===== src/rtl/jt89_pkg.sv =====
// Shared constants and sizing helpers for the jt89 I2S transmitter.
// Contents:
//   SND_W      width of the PSG mixed sample (signed, two's complement)
//   cnt_w()    bit width of the bclk half-period divider counter
//   idx_w()    bit width of the frame bit index (0 .. 2*WORD-1)
package jt89_pkg;

  localparam int SND_W = 12;

  function automatic int cnt_w(input int div);
    return (div <= 1) ? 1 : $clog2(div);
  endfunction

  function automatic int idx_w(input int word);
    return $clog2(2 * word);
  endfunction

endpackage


===== src/rtl/jt89_i2s_tx_if.sv =====
// Sample handshake between the PSG mixer (master) and the I2S transmitter (slave).
// Signals:
//   sound      signed 12-bit sample
//   snd_valid  sample valid this cycle
//   snd_ready  transmitter buffer empty; transfer when snd_valid && snd_ready
interface jt89_i2s_tx_if import jt89_pkg::*; ();

  logic signed [SND_W-1:0] sound;
  logic                    snd_valid;
  logic                    snd_ready;

  modport master (output sound, output snd_valid, input snd_ready);
  modport slave  (input sound, input snd_valid, output snd_ready);

endinterface


===== src/rtl/jt89_i2s_clkdiv.sv =====
// Bit clock generator for the jt89 I2S transmitter.
// bclk toggles every DIV clk cycles; fall is high for one cycle in the
// cycle where bclk is about to be driven 1->0, so that registers updated on
// fall change together with the bclk falling edge.
// Ports:
//   clk, rst  system clock, synchronous active-high reset
//   bclk      generated bit clock (a data signal, not a clock)
//   fall      one-cycle strobe marking the bclk fall event
module jt89_i2s_clkdiv import jt89_pkg::*; #(
  parameter int DIV = 2
) (
  input  logic clk,
  input  logic rst,
  output logic bclk,
  output logic fall
);

  localparam int            CW      = cnt_w(DIV);
  localparam logic [CW-1:0] CNT_MAX = CW'(DIV - 1);

  logic [CW-1:0] cnt;
  logic          wrap;

  assign wrap = (cnt == CNT_MAX);
  assign fall = wrap & bclk;

  always_ff @(posedge clk) begin
    if (rst) begin
      cnt  <= '0;
      bclk <= 1'b0;
    end else if (wrap) begin
      cnt  <= '0;
      bclk <= ~bclk;
    end else begin
      cnt  <= cnt + 1'b1;
    end
  end

endmodule


===== src/rtl/jt89_i2s_tx.sv =====
// I2S transmitter for the PSG's signed 12-bit mixed output.
// One-entry sample buffer fed by a valid/ready handshake; the mono sample is
// MSB-aligned in a WORD-bit slot and sent on both left and right slots.
// Build option: define JT89_I2S_LJ_EN for left-justified output (no one-bit
// delay); otherwise standard I2S with the MSB one bclk after lrck changes.
// Ports:
//   clk, rst   system clock, synchronous active-high reset
//   snd        sample handshake (slave side: sound, snd_valid, snd_ready)
//   bclk       I2S bit clock
//   lrck       word select, 0 = left slot, 1 = right slot
//   sdata      serial data, MSB first
//   underrun   one-cycle pulse when a frame starts with an empty buffer
module jt89_i2s_tx import jt89_pkg::*; #(
  parameter int DIV  = 2,
  parameter int WORD = 16
) (
  input  logic           clk,
  input  logic           rst,
  jt89_i2s_tx_if.slave   snd,
  output logic           bclk,
  output logic           lrck,
  output logic           sdata,
  output logic           underrun
);

  localparam int            KW     = idx_w(WORD);
  localparam logic [KW-1:0] K_LAST = KW'(2 * WORD - 1);
  localparam logic [KW-1:0] K_WORD = KW'(WORD);

  logic                    fall;
  logic signed [SND_W-1:0] sbuf;
  logic signed [SND_W-1:0] held;
  logic                    buf_full;
  logic [KW-1:0]           k;

  logic                    accept;
  logic                    frame_start;
  logic                    load;
  logic [KW-1:0]           pos;
  logic [KW-1:0]           q;
  logic signed [SND_W-1:0] src;
  logic [WORD-1:0]         wd;
  logic [WORD-1:0]         wd_sh;
  logic                    sdata_nxt;

  jt89_i2s_clkdiv #(.DIV(DIV)) u_clkdiv (
    .clk  (clk),
    .rst  (rst),
    .bclk (bclk),
    .fall (fall)
  );

  assign snd.snd_ready = ~buf_full;
  assign accept        = snd.snd_valid & ~buf_full;
  assign frame_start   = fall & (k == '0);
  // Load decision looks at the buffer before any same-cycle write.
  assign load          = frame_start & buf_full;

  // Select which frame bit goes out on this fall event.
  always_comb begin
    pos = '0;
    src = held;
`ifdef JT89_I2S_LJ_EN
    // Left-justified: the new frame's MSB leaves together with the lrck edge,
    // so at k==0 the incoming sample must be used directly.
    pos = k;
    src = load ? sbuf : held;
`else
    // One-bit delay: k==0 still carries the last bit of the frame just sent.
    pos = (k == '0) ? K_LAST : k - 1'b1;
    src = held;
`endif
    q = (pos >= K_WORD) ? pos - K_WORD : pos;
    wd = '0;
    wd[WORD-1 -: SND_W] = src;
    wd_sh = wd << q;
    sdata_nxt = wd_sh[WORD-1];
  end

  always_ff @(posedge clk) begin
    if (rst) begin
      sbuf     <= '0;
      held     <= '0;
      buf_full <= 1'b0;
      k        <= '0;
      lrck     <= 1'b0;
      sdata    <= 1'b0;
      underrun <= 1'b0;
    end else begin
      underrun <= frame_start & ~buf_full;
      if (fall) begin
        k     <= (k == K_LAST) ? '0 : k + 1'b1;
        lrck  <= (k >= K_WORD);
        sdata <= sdata_nxt;
      end
      if (load) held <= sbuf;
      if (accept) begin
        sbuf     <= snd.sound;
        buf_full <= 1'b1;
      end else if (load) begin
        buf_full <= 1'b0;
      end
    end
  end

endmodule


===== src/flat_wrapper.sv =====
// flat-port wrapper written by rule: the top's interface ports become plain ports
module jt89_i2s_tx_flat import jt89_pkg::*;
#(
  parameter int DIV  = 2,
  parameter int WORD = 16
)
  (clk, rst, bclk, lrck, sdata, underrun, snd_sound, snd_snd_valid, snd_snd_ready);
  jt89_i2s_tx_if snd_i ();
  input  logic clk;
  input  logic rst;
  output logic bclk;
  output logic lrck;
  output logic sdata;
  output logic underrun;
  input wire logic [$bits(snd_i.sound)-1:0] snd_sound;
  input wire logic [$bits(snd_i.snd_valid)-1:0] snd_snd_valid;
  output wire logic [$bits(snd_i.snd_ready)-1:0] snd_snd_ready;
  assign snd_i.sound = snd_sound;
  assign snd_i.snd_valid = snd_snd_valid;
  assign snd_snd_ready = snd_i.snd_ready;
  jt89_i2s_tx #(.DIV(DIV), .WORD(WORD)) u_core (.clk(clk), .rst(rst), .snd(snd_i), .bclk(bclk), .lrck(lrck), .sdata(sdata), .underrun(underrun));
endmodule

===== config.mk =====
export PLATFORM = sky130hd
export DESIGN_NAME = jt89_i2s_tx_flat
export DESIGN_NICKNAME = d
export VERILOG_FILES = /design/src/rtl/jt89_pkg.sv /design/src/rtl/jt89_i2s_tx_if.sv /design/src/rtl/jt89_i2s_clkdiv.sv /design/src/rtl/jt89_i2s_tx.sv /design/src/flat_wrapper.sv
export SDC_FILE = /design/constraint.sdc
export NUM_CORES = 1
export LEC_CHECK = 0
export ABC_AREA = 0
export BUFFER_PORTS_ARGS = -buffer_cell sky130_fd_sc_hd__buf_2
export CAP_MARGIN = 40
export CORE_AREA = 10 10 90 92
export CTS_BUF_LIST = sky130_fd_sc_hd__clkbuf_16
export CTS_CLUSTER_SIZE = 40
export DETAILED_ROUTE_END_ITERATION = 7
export DIE_AREA = 0 0 100 102
export MAX_ROUTING_LAYER = met4
export PLACE_DENSITY_LB_ADDON = 0.08
export SYNTH_ARGS = -nofsm -noshare
export SYNTH_HDL_FRONTEND = slang
export SYNTH_SLANG_ARGS = --single-unit

===== constraint.sdc =====
create_clock -name clk -period 2.43 [get_ports clk]
set_input_delay 0.1215 -clock clk [delete_from_list [all_inputs] [get_ports clk]]
set_output_delay 0.1215 -clock clk [all_outputs]
set_load 0.01 [all_outputs]

Word-level counts from Yosys, hierarchy flattened
Index checks and enable logic that the tools add are counted.

cells by class
  add/sub/neg operators = 4
  shifts and indexed selects = 1
  multiplexer cells = 5
  equality and inequality tests = 1
  $mul = 0
  magnitude comparators = 2
  reduce and logical (&&, ||, !) cells = 3
  divide/modulo/power cells = 0
  bitwise gates (word level) = 7

operators by type and width
  kind                   count
  $shl A16 B5 Y16        1
  $mux W5                3
  $ge A5 B5 Y1 const B   2
  $add A5 B1 Y5 const B  1
  $and A1 B1 Y1          5
  $eq A5 B5 Y1 const B   1
  $logic_not A5 Y1       1
  $sub A5 B1 Y5 const B  1
  $sub A5 B5 Y5 const B  1
  $mux W1                2
  $not A1 Y1             2
  $reduce_bool A2 Y1     1
  $reduce_or A2 Y1       1
  $add A1 B1 Y1 const B  1

storage, ports and cells
  memories kept = 0
  bits in read-only memories = 0
  output and inout port bits = 5
  memory bits (writable) = 0
  flip-flop bits (word level) = 35
  bits in latches = 0
  word-level logic and storage cells = 32

Depth between registers and ports, before layout
  word-level depth = 5
  depth in mapped cells = 9

Modules after synthesis
Synthesis repeated with hierarchy kept, for this count alone.

second synthesis, totals
  cells, all modules = 174
  area total of the unflattened synthesis = 1493.9 um^2

by module, submodules not included
  module           area an instance (um^2)  cells an instance  instances
  jt89_i2s_tx      1430.1                   168                1
  jt89_i2s_clkdiv  63.8                     6                  1

Least setup slack after synthesis
Ideal clock, no wire load.

  path type = reg2reg
  start = reg u_core.k[0]
  end = reg u_core.sdata
  cell stages (with the launch flop) = 10
  period minus slack after synthesis = 1.977 ns
  library setup time = 0.126 ns
  path buffers = 2
  slack = 0.453 ns
  arrival = 1.851 ns
  required time = 2.304 ns
  path through = dfxtp_1 -> buf_2 -> inv_1 -> ha_1 -> clkbuf_1 -> mux2_2 -> a22oi_1 -> o21ai_0 -> o211ai_1 -> nand3_1

on the way
  cells in the longest elaborated chain, start to end = 5

ends and longest elaborated chain
  item                                               line               RTL
  start, declared                                    jt89_i2s_tx.sv:34  logic [KW-1:0] k;
  start signal, assigned                             jt89_i2s_tx.sv:92  k <= (k == K_LAST) ? '0 : k + 1'b1;
  $sub A5 B1 Y5 or $logic_not A5 Y1 (tied branches)  jt89_i2s_tx.sv:70  pos = (k == '0) ? K_LAST : k - 1'b1;
  $mux W5 (*)                                        jt89_i2s_tx.sv:70
  $sub A5 B5 Y5 or $ge A5 B5 Y1 (tied branches)      jt89_i2s_tx.sv:73  q = (pos >= K_WORD) ? pos - K_WORD : pos;
  $mux W5 (*)                                        jt89_i2s_tx.sv:73
  $shl A16 B5 Y16 (*)                                jt89_i2s_tx.sv:76  wd_sh = wd << q;
  end signal, assigned                               jt89_i2s_tx.sv:94  sdata <= sdata_nxt;
  end, declared                                      jt89_i2s_tx.sv:22  output logic sdata,

Every way passes the cells marked *; elsewhere a longest branch is shown, timed or not.
A chain may end at the register's enable or synchronous reset.

Worst setup path after layout
  start = reg u_core.k[1]
  end = reg u_core.sdata

The elaborated chain is that of the path after synthesis.

==> reports/qor.txt <==
Post-synth EDFFs - 0
Commonest cells post-synth - nand2_1 (55), dfxtp_1 (35), a21oi_1 (21)
setup TNS - 0 ps
synthesis-to-finish area growth - 18.2%
Post-synth ARST share - 0
share of cells above drive strength 1 - 0.224
clock buffer depth - 2
Adder-Cell Fraction of Synth Area - 0.0321
number of cells on the worst hold path - 3
Primary FF master, synth - dfxtp_1
Critical Path, Cell by Cell - inv_1 > ha_1 > mux2_2 > a22oi_1 > o21ai_0 > o211ai_1 > nand3_1
most common cell in the netlist - nand2_1
Post-Synthesis Cell Area - 1560 um2
cts hold-fix bufs - 0
largest family of logic cells by synthesized area - simple AND/OR/NAND/NOR gates
crit path from - u_core.k[1]$_SDFFE_PP0P_
DRC Markers - 0
max-cap viol count - 0
vias in the first global route - 1291
post-synthesis sequential area ratio - 0.450
initial core utilization - 0.248
Post-Synth XOR/XNOR Area - 0.0112
setup slack, reg-to-reg - 520 ps
Max rail drop VDD - 0.327 mV
YS warnings - 0
per-cell routed wire length - 13.0 um
final worst path period need - 1910 ps
Simple-Gate Fraction of Synth Area - 0.256
H-tree depth - 2
Post-DRT Antenna Nets - 0
global-route wire length before repair - 6240 um
complex-gate fraction of the synthesized area - 0.175
Rows - 29
initial DRC count - 64
Pwr Density - 715 nW/um2
worst setup path class - register to register
startpoint types - register
CP peak stage delay - 440 ps
I/O pin cnt - 20
worst r2r src - u_core.k[1]$_SDFFE_PP0P_
global route overflow - 0
I/O Buffers - 19
global-route usage over all layers - 0.0792
RSZ-0062 raised after global routing - false
CTS tree - yes
post_cts resized - 0
Clock Skew - 5.73 ps
pin count of the biggest net entering global routing - 27
Final nets - 223
syn avg cell area - 8.29 um2
hold endpoint - u_core.sbuf[3]$_SDFFE_PP0P_
Post-CTS Setup Bufs - 0
Clock Latency Late Sink - 280 ps
hold_sp - snd_sound[3]
post-synth top area cell - dfxtp_1
Req. time, crit path - 2580 ps
outcome - finished clean
Hold Vio Cnt, Final - 0
slowest stage cell, crit path - ha_1
Slew Viols, Final - 0
Syn Nets - 207
relative max-transition margin - 0.433
GPL Wtd Cong - 0.809
flops & latches, synth - 35
filler cell count - 689
worst-path fanout max - 7
Worst Hold Class - input port to register
Die Y - 102 um
Tcrit/Tclk final - 0.785
clk slew on worst S/H paths - 60 ps
final setup vio count - 0
Syn Inst Count - 188
routed vias - 1298
TritonRoute pass-1 iters - 4
mux share of post-synthesis cell area - 0.0201
die width - 100 um
Achievable Freq - 0.524 GHz
R2R Path End - u_core.sdata$_SDFFE_PP0P_
core area - 6280 um2
Hold WS - 76.3 ps
Die ar. - 10200 um2
Worst EP arrival - 2060 ps
initial antenna violation count - 0
Tightest Pin Transition - 849 ps
critical path endpoint category - register
Vias/cell - 4.60
Reg2Reg Depth - 7
static leakage - 0.662 nW
Yosys cell types - 37
clk sinks - 35
HPWL Detailed - 2640 um
area share of the leading cell type in the synthesized netlist - 0.450
area of the multi-input gates - 771 um2
DRT Wirelength - 3670 um
most area-consuming cells after synthesis - dfxtp_1 (45%), nand2_1 (13%), a21oi_1 (6.7%)
n_diodes - 0
CTS root buffer - clkbuf_16
CTS Buf Count - 5
Reg area - 701 um2
stage by stage:
step	setup WS (ps)	power, mW	std cells	util	area, um2
global placement	623	0.711	274	0.270	1700
finish	522	1.32	282	0.293	1840
detailed placement	527	0.715	274	0.270	1700
CTS	525	1.34	282	0.293	1840
global route	399	1.38	282	0.293	1840
floorplan	453	0.681	188	-	1560
area by class of cell:
cell class,instances,area share
multi-input combinational,137,0.418
tap,77,0.0523
inverter,3,0.00611
clock buffer,5,0.0679
sequential,35,0.380
timing repair buffer,22,0.0639
clock inverter,3,0.0109
registers in the layout, summed over array words and instances, names as in the netlist:
name                  cells
u_core.u_clkdiv.cnt       1
u_core.k                  5
u_core.lrck               1
u_core.buf_full           1
u_core.sdata              1
u_core.u_clkdiv.bclk      1
u_core.held              12
u_core.sbuf              12
u_core.underrun           1
layer usage:
layer | GRT usage | vias up | share of wire
met5 | - | - | 0
met4 | 0.0391 | 0 | 0.020
met3 | 0.0283 | 6 | 0.034
met2 | 0.119 | 17 | 0.45
met1 | 0.0914 | 607 | 0.49
li1 | - | 668 | -
worst max-delay path by stage:
stage | to | slack (ps)
finish | u_core.sdata$_SDFFE_PP0P_ | 520
global route | u_core.sdata$_SDFFE_PP0P_ | 400
CTS | u_core.sdata$_SDFFE_PP0P_ | 530
floorplan | u_core.sdata$_SDFFE_PP0P_ | 450
global placement | u_core.sdata$_SDFFE_PP0P_ | 620
detailed placement | u_core.sdata$_SDFFE_PP0P_ | 530
placed cells by master (no fill, tap or decap), types with 2 or more instances in the layout:
cell type | synthesis | final
mux2i_1 | 2 | 2
nor3_1 | 4 | 4
ha_1 | 4 | 4
clkbuf_16 | 0 | 5
o2111ai_1 | 2 | 2
nor2_1 | 8 | 8
nor2b_1 | 2 | 2
nor4b_1 | 2 | 2
buf_4 | 0 | 3
o21ai_0 | 6 | 6
inv_1 | 3 | 3
nand2_1 | 55 | 55
nand3_1 | 2 | 2
nand3b_1 | 2 | 2
buf_2 | 2 | 19
nand2_2 | 2 | 2
a21oi_1 | 21 | 21
a21oi_2 | 9 | 9
dfxtp_1 | 35 | 35
power by group:
part           leakage (nW)  total [mW]  switching (mW)  internal (mW)
Sequential            0.285       0.605          0.0125          0.592
Combinational         0.310      0.0964          0.0592         0.0372
Clock                0.0674       0.616           0.239          0.377
logic make-up (layout without fill, tap and decap cells):
kind of cell               after synthesis  count (layout)
buffers and inverters                   16              33
DFF                                     35              35
AOI/OAI and AO/OA                       43              43
muxes                                    3               3
and+or+nand+nor                         85              85
adders and majority gates                4               4
xor gates and xnor gates                 2               2
critical path, delay by kind of cell (launching register included):
family / cells / cell delay [ps]
adders and majority gates: 1 / 440
DFF: 1 / 410
AOI/OAI and AO/OA: 3 / 380
muxes: 1 / 370
and+or+nand+nor: 1 / 100
buffers and inverters: 1 / 90
Note: power is estimated with default switching activity, not from simulation.
